## src/rtl/segway_pwr_seq_if.sv

```systemverilog
// ---------------------------------------------------------------------------
// segway_pwr_seq_if
// Bundles the signals between the rider/auth logic, the balance-math datapath
// and the power/soft-start sequencer.
//   vld        : one-cycle strobe, new PID sample available
//   pwr_req    : level, rider present and power requested
//   steer_req  : level, steering authorised
//   too_fast   : over-speed flag from datapath
//   pwr_up     : datapath enable
//   ss_tmr     : soft-start scale, 8-bit unsigned
//   en_steer   : steering enable to datapath
//   fault      : high while in over-speed FAULT
//   state      : debug state encoding (OFF=0 RAMP=1 RUN=2 FAULT=3 RAMP_DN=4)
// Modports: master drives the requests/strobe, slave is the sequencer.
// ---------------------------------------------------------------------------
interface segway_pwr_seq_if;
  logic       vld;
  logic       pwr_req;
  logic       steer_req;
  logic       too_fast;
  logic       pwr_up;
  logic [7:0] ss_tmr;
  logic       en_steer;
  logic       fault;
  logic [2:0] state;

  modport master (
    output vld, pwr_req, steer_req, too_fast,
    input  pwr_up, ss_tmr, en_steer, fault, state
  );

  modport slave (
    input  vld, pwr_req, steer_req, too_fast,
    output pwr_up, ss_tmr, en_steer, fault, state
  );
endinterface

```

## src/rtl/segway_pwr_seq.sv

```systemverilog
// ---------------------------------------------------------------------------
// segway_pwr_seq
// Power/soft-start sequencer. Ramps ss_tmr up on a power request and down on
// its removal, enables steering only once fully ramped, and backs authority
// down to SS_FLOOR while the datapath reports over-speed. Everything except
// the OFF->RAMP step advances only on cycles where bus.vld is high.
// Ports:
//   clk    : system clock
//   rst_n  : asynchronous active-low reset
//   bus    : segway_pwr_seq_if.slave (requests in, registered outputs out)
// ---------------------------------------------------------------------------
module segway_pwr_seq #(
  parameter logic [7:0]  SS_STEP  = 8'd1,
  parameter logic [7:0]  SS_FLOOR = 8'h40,
  parameter int unsigned TF_TRIP  = 3,
  parameter int unsigned TF_CLR   = 16
) (
  input  logic             clk,
  input  logic             rst_n,
  segway_pwr_seq_if.slave  bus
);

  typedef enum logic [2:0] {
    ST_OFF     = 3'd0,
    ST_RAMP    = 3'd1,
    ST_RUN     = 3'd2,
    ST_FAULT   = 3'd3,
    ST_RAMP_DN = 3'd4
  } state_t;

  localparam int unsigned CNT_W = 8;

  // Saturating increment for the sample counters.
  function automatic logic [CNT_W-1:0] sat_inc(input logic [CNT_W-1:0] v);
    sat_inc = (v == {CNT_W{1'b1}}) ? v : v + {{(CNT_W-1){1'b0}}, 1'b1};
  endfunction

  state_t           state_r, state_s;
  logic [7:0]       ss_r, ss_s;
  logic [CNT_W-1:0] tcnt_r, tcnt_s;
  logic [CNT_W-1:0] ccnt_r, ccnt_s;
  logic             pwr_up_r, en_steer_r, fault_r;

  logic [8:0]       ss_sum_s;
  logic [7:0]       ss_up_s;
  logic [7:0]       ss_dn_zero_s;
  logic [7:0]       ss_dn_floor_s;
  logic [CNT_W-1:0] tf_next_s;
  logic [CNT_W-1:0] clr_next_s;
  logic             trip_s;

  // Next-state, ramp arithmetic and counter update.
  always_comb begin
    state_s = state_r;
    ss_s    = ss_r;
    tcnt_s  = tcnt_r;
    ccnt_s  = ccnt_r;

    // Ramp up at 9 bits so the carry shows an overflow, then clamp to 255.
    ss_sum_s      = {1'b0, ss_r} + {1'b0, SS_STEP};
    ss_up_s       = ss_sum_s[8] ? 8'hFF : ss_sum_s[7:0];
    ss_dn_zero_s  = (ss_r > SS_STEP) ? (ss_r - SS_STEP) : 8'h00;
    // In FAULT only ever move down toward the floor, never up to it.
    if (ss_r > SS_FLOOR) begin
      ss_dn_floor_s = ((ss_r - SS_FLOOR) > SS_STEP) ? (ss_r - SS_STEP) : SS_FLOOR;
    end else begin
      ss_dn_floor_s = ss_r;
    end
    tf_next_s  = bus.too_fast ? sat_inc(tcnt_r) : {CNT_W{1'b0}};
    clr_next_s = bus.too_fast ? {CNT_W{1'b0}} : sat_inc(ccnt_r);
    trip_s     = (tf_next_s >= CNT_W'(TF_TRIP));

    case (state_r)
      ST_OFF: begin
        ss_s = 8'h00;
        if (bus.pwr_req) begin
          state_s = ST_RAMP;
        end else begin
          state_s = ST_OFF;
        end
      end
      ST_RAMP: begin
        if (!bus.vld) begin
          state_s = ST_RAMP;
        end else if (!bus.pwr_req) begin
          state_s = ST_RAMP_DN;
        end else begin
          ss_s   = ss_up_s;
          tcnt_s = tf_next_s;
          if (trip_s) begin
            state_s = ST_FAULT;
          end else if (ss_up_s == 8'hFF) begin
            state_s = ST_RUN;
          end else begin
            state_s = ST_RAMP;
          end
        end
      end
      ST_RUN: begin
        ss_s = 8'hFF;
        if (!bus.vld) begin
          state_s = ST_RUN;
        end else if (!bus.pwr_req) begin
          state_s = ST_RAMP_DN;
        end else begin
          tcnt_s = tf_next_s;
          if (trip_s) begin
            state_s = ST_FAULT;
          end else begin
            state_s = ST_RUN;
          end
        end
      end
      ST_FAULT: begin
        if (!bus.vld) begin
          state_s = ST_FAULT;
        end else if (!bus.pwr_req) begin
          state_s = ST_RAMP_DN;
        end else begin
          ss_s   = ss_dn_floor_s;
          ccnt_s = clr_next_s;
          if (clr_next_s >= CNT_W'(TF_CLR)) begin
            state_s = ST_RAMP;
          end else begin
            state_s = ST_FAULT;
          end
        end
      end
      ST_RAMP_DN: begin
        if (!bus.vld) begin
          state_s = ST_RAMP_DN;
        end else if (bus.pwr_req) begin
          state_s = ST_RAMP;
        end else begin
          ss_s = ss_dn_zero_s;
          if (ss_dn_zero_s == 8'h00) begin
            state_s = ST_OFF;
          end else begin
            state_s = ST_RAMP_DN;
          end
        end
      end
      default: begin
        state_s = ST_OFF;
        ss_s    = 8'h00;
      end
    endcase

    // Both sample counters restart whenever the state changes.
    if (state_s != state_r) begin
      tcnt_s = {CNT_W{1'b0}};
      ccnt_s = {CNT_W{1'b0}};
    end else begin
      tcnt_s = tcnt_s;
      ccnt_s = ccnt_s;
    end
  end

  // State, ramp and counter registers plus output decode of the next state.
  always_ff @(posedge clk or negedge rst_n) begin
    if (!rst_n) begin
      state_r    <= ST_OFF;
      ss_r       <= 8'h00;
      tcnt_r     <= {CNT_W{1'b0}};
      ccnt_r     <= {CNT_W{1'b0}};
      pwr_up_r   <= 1'b0;
      en_steer_r <= 1'b0;
      fault_r    <= 1'b0;
    end else begin
      state_r    <= state_s;
      ss_r       <= ss_s;
      tcnt_r     <= tcnt_s;
      ccnt_r     <= ccnt_s;
      pwr_up_r   <= (state_s != ST_OFF);
      en_steer_r <= (state_s == ST_RUN) & bus.steer_req;
      fault_r    <= (state_s == ST_FAULT);
    end
  end

  assign bus.pwr_up   = pwr_up_r;
  assign bus.ss_tmr   = ss_r;
  assign bus.en_steer = en_steer_r;
  assign bus.fault    = fault_r;
  assign bus.state    = state_r;

endmodule

```

## src/flat_wrapper.sv

```systemverilog
// flat-port wrapper written by rule: the top's interface ports become plain ports
module segway_pwr_seq_flat 
#(
  parameter logic [7:0]  SS_STEP  = 8'd1,
  parameter logic [7:0]  SS_FLOOR = 8'h40,
  parameter int unsigned TF_TRIP  = 3,
  parameter int unsigned TF_CLR   = 16
)
  (clk, rst_n, bus_vld, bus_pwr_req, bus_steer_req, bus_too_fast, bus_pwr_up, bus_ss_tmr, bus_en_steer, bus_fault, bus_state);
  segway_pwr_seq_if bus_i ();
  input  logic clk;
  input  logic rst_n;
  input wire logic [$bits(bus_i.vld)-1:0] bus_vld;
  input wire logic [$bits(bus_i.pwr_req)-1:0] bus_pwr_req;
  input wire logic [$bits(bus_i.steer_req)-1:0] bus_steer_req;
  input wire logic [$bits(bus_i.too_fast)-1:0] bus_too_fast;
  output wire logic [$bits(bus_i.pwr_up)-1:0] bus_pwr_up;
  output wire logic [$bits(bus_i.ss_tmr)-1:0] bus_ss_tmr;
  output wire logic [$bits(bus_i.en_steer)-1:0] bus_en_steer;
  output wire logic [$bits(bus_i.fault)-1:0] bus_fault;
  output wire logic [$bits(bus_i.state)-1:0] bus_state;
  assign bus_i.vld = bus_vld;
  assign bus_i.pwr_req = bus_pwr_req;
  assign bus_i.steer_req = bus_steer_req;
  assign bus_i.too_fast = bus_too_fast;
  assign bus_pwr_up = bus_i.pwr_up;
  assign bus_ss_tmr = bus_i.ss_tmr;
  assign bus_en_steer = bus_i.en_steer;
  assign bus_fault = bus_i.fault;
  assign bus_state = bus_i.state;
  segway_pwr_seq #(.SS_STEP(SS_STEP), .SS_FLOOR(SS_FLOOR), .TF_TRIP(TF_TRIP), .TF_CLR(TF_CLR)) u_core (.clk(clk), .rst_n(rst_n), .bus(bus_i));
endmodule
```

## config.mk

```make
export PLATFORM = sky130hd
export DESIGN_NAME = segway_pwr_seq_flat
export DESIGN_NICKNAME = d
export VERILOG_FILES = /design/src/rtl/segway_pwr_seq_if.sv /design/src/rtl/segway_pwr_seq.sv /design/src/flat_wrapper.sv
export SDC_FILE = /design/constraint.sdc
export NUM_CORES = 1
export LEC_CHECK = 0
export BUFFER_PORTS_ARGS = -buffer_cell sky130_fd_sc_hd__buf_4
export CAP_MARGIN = 10
export CELL_PAD_IN_SITES_DETAIL_PLACEMENT = 0
export CELL_PAD_IN_SITES_GLOBAL_PLACEMENT = 2
export CORE_ASPECT_RATIO = 1.75
export CORE_MARGIN = 5
export CORE_UTILIZATION = 39
export CTS_CLUSTER_SIZE = 24
export DETAILED_ROUTE_END_ITERATION = 12
export GPL_TIMING_DRIVEN = 0
export PLACE_DENSITY = 0.95
export SLEW_MARGIN = 10
export SYNTH_ARGS = -nofsm -noshare
export SYNTH_HDL_FRONTEND = slang
export SYNTH_SLANG_ARGS = --single-unit
```

## constraint.sdc

```tcl
create_clock -name clk -period 4.06 [get_ports clk]
set_input_delay 0.609 -clock clk [delete_from_list [all_inputs] [get_ports clk]]
set_output_delay 0.609 -clock clk [all_outputs]
set_load 0.005 [all_outputs]
```

==> reports/metrics.yaml <==
setup_violations: 0
fin_crit_sh: 0.778
start_kind: "flop"
cts.reportedPaths.clkPinSlew_ns: 0.05
die_width_um: 71.0
ys_seq_area_frac: 0.296
postCtsSetupBuffers: 0
powerDensity_nw_per_um2: 531
yosysWarningCount: 0
slowest_stage: "ha_1"
fp.dieH_um: 117
synth_ff_type: "dfrtp_1"
synth_edf_count: 0
rows: 39
p_sw_frac: 0.451
initial_utilization: 0.394
arrival_ns: 3.32
dr.pass1.iters: 4
max_slew_margin: 0.313
cts_resized: 0
synth_xor_area_frac: 0.0172
cp-end-kind: "flop"
clock.fmax_mhz: 317
nets: 360
wl_mm: 7.66
ctsHoldBuffers: 0
clock_latency_ns: 0.28
crit_fanout: 10
path_class: "flop to flop"
vdd.ir_drop.worst_v: 0.000294
io_buffers: 19
fin_skew_ns: 0.00786
synthArstFlopShare: 1.00
worstMarginPinSlew_ns: 1.02
core_area_um2: 6440
drt_iter0_drc: 172
slew_viol_final: 0
drcViolationCount: 0
synth-seq-cells: 30
internal_power_w: 0.000849
ios: 20
critPathRequiredTime_ns: 4.22
place_congestion: 0.884
synth_compound_area_frac: 0.273
area_delta_synth_final_pct: 14.9
slowest_delay_ns: 0.44
r2r_end: "u_core.tcnt_r[7]$_DFFE_PN0P_"
layout-drive-gt1-share: 0.172
power_frac_seq: 0.254
cts_buffers: 5
syn-num-nets: 334
final.setup.tns_ns: 0
hp-class: "input port to asynchronous set/reset pin"
root_buffer: "clkbuf_16"
viasPerCell: 6.05
diodes: 0
ff2ff_setup_slack_ns: 0.90
htreeDepth: 2
cts_sinks: 30
synthMuxAreaShare: 0.0212
grt_use_total: 0.193
grt_max_degree: 31
clockBufferDepth: 2
mostFrequentLayoutCells: "32 x nand2_1, 32 x nor2_1, 30 x dfrtp_1"
worst_r2r_path_depth: 11
synth_area_um2: 2540
synth.distinct_cells: 64
utilization: 0.453
syn_area_per_cell_um2: 7.88
hold_viol: 0
dieArea_um2: 8290
p_leak_nw: 1.17
via_count: 2601
yosys.area_share.adder: 0.0296
synth_cells: 322
p_comb_frac: 0.520
fin_crit_ns: 3.16
crit-reg2reg-launch: "u_core.bus.ss_tmr[0]$_DFFE_PN0P_"
power_frac_clock: 0.226
ant_nets: 0
grt_pass1_wl_mm: 12.4
synth_top_family_by_area: "simple AND/OR/NAND/NOR gates"
place_hpwl_mm: 5.95
wl_per_cell_um: 17.8
drv_cap: 0
grt_pass1_vias: 2611
tritoncts: "done"
outcome: "complete, no violations"
total_power_w: 0.00155
worst_hold_slack_ns: 0.268
rsz0062_at_grt: "no"
worstPathCellList: "clkbuf_1 > inv_1 > ha_1 > nand4b_1 > a21o_1 > a211oi_1 > nand4_1 > mux2_2 > a21oi_4 > buf_6 > nor4_2"
antenna_found_initial: 0
synth_simple_gate_area_frac: 0.298
p_switching_w: 0.000699
grt_overflow: 0
## cell type report
type / instances / area [um^2]
timing repair buffer: 19 / 143
inverter: 13 / 48.8
buffer: 21 / 116
tap: 82 / 103
sequential: 30 / 751
multi-input combinational: 258 / 1620
fill: 682 / 3520
clock buffer: 7 / 133
## stage by stage
step | instance area (um^2) | worst slack [ns] | instances
global route | 2920 | 0.738 | 430
detailed placement | 2780 | 0.940 | 423
floorplan | 2540 | 1.49 | 322
finish | 2920 | 0.901 | 430
CTS | 2920 | 0.923 | 430
global placement | 2780 | 0.924 | 423
## per-layer routing
layer / wire length (um) / vias to the layer above / GRT usage / share of wire
li1: - / 1270 / - / -
met2: 4380 / 64 / 0.394 / 0.57
met3: 222 / 23 / 0.0276 / 0.029
met1: 2720 / 1244 / 0.171 / 0.36
met5: 0 / - / 0 / 0
met4: 337 / 0 / 0.117 / 0.044
## worst max-delay path: cells and delay by family (launching register included)
kind,cells,cell delay (ns)
fa+ha+maj,1,0.44
flops,1,0.41
mux,1,0.32
simple gates,3,0.35
compound gates,3,0.74
buf+inv,3,0.76
## worst max path at each step
stage | from | to | slack [ns] | cells after the start
6_report | u_core.bus.ss_tmr[0]$_DFFE_PN0P_ | u_core.tcnt_r[7]$_DFFE_PN0P_ | 0.90 | 11
4_1_cts | u_core.bus.ss_tmr[0]$_DFFE_PN0P_ | u_core.tcnt_r[4]$_DFFE_PN0P_ | 0.92 | 11
3_5_place_dp | u_core.bus.ss_tmr[0]$_DFFE_PN0P_ | u_core.tcnt_r[4]$_DFFE_PN0P_ | 0.94 | 11
2_1_floorplan | u_core.bus.ss_tmr[0]$_DFFE_PN0P_ | u_core.ccnt_r[5]$_DFFE_PN0P_ | 1.49 | 11
5_1_grt | u_core.bus.ss_tmr[0]$_DFFE_PN0P_ | u_core.tcnt_r[4]$_DFFE_PN0P_ | 0.74 | 11
3_3_place_gp | u_core.bus.ss_tmr[0]$_DFFE_PN0P_ | u_core.tcnt_r[4]$_DFFE_PN0P_ | 0.92 | 11
## logic make-up after synthesis
group	count (synthesis)
simple gates	139
compound gates	103
flops	30
buf+inv	34
fa+ha+maj	6
xor+xnor	5
mux	5
## cells in the mapped netlist (all sizes together) (2+ instances only)
library cell	number	share of area
nand2	32	0.047
nor2	32	0.047
a21oi	30	0.064
dfrtp	30	0.30
o21ai	15	0.030
nor4	14	0.052
a31oi	13	0.032
buf	13	0.034
inv	13	0.019
nand3	12	0.024
nor3	12	0.026
clkbuf	8	0.012
nand4	7	0.020
ha	6	0.030
o22ai	6	0.015
and3	5	0.012
nand2b	5	0.012
o221ai	5	0.017
a211oi	4	0.012
o21a	4	0.015
o31ai	4	0.014
or3	4	0.0099
xnor2	4	0.014
a21o	3	0.0089
mux2	3	0.013
o211ai	3	0.0089
a22oi	2	0.0059
a32oi	2	0.0069
and2	2	0.0049
and4	2	0.0079
mux2i	2	0.0079
nand4b	2	0.0069
nor2b	2	0.0049
nor3b	2	0.0059
or2	2	0.0049
## power groups by stage
stage          sequential, W  combinational (W)  clock [W]
3_5_place_dp        0.000398           0.000806          0
6_report            0.000393           0.000804   0.000350
2_1_floorplan       0.000390           0.000554          0
3_3_place_gp        0.000397           0.000802          0
4_1_cts             0.000394           0.000807   0.000353
5_1_grt             0.000403           0.000888   0.000366
## sequential cells by signal, summed over array words and instances (netlist names)
name	count
u_core.ccnt_r	8
u_core.bus.pwr_up	1
u_core.bus.en_steer	1
u_core.bus.fault	1
u_core.bus.state	3
u_core.bus.ss_tmr	8
u_core.tcnt_r	8
No activity file was read; power rests on OpenSTA's default activity.
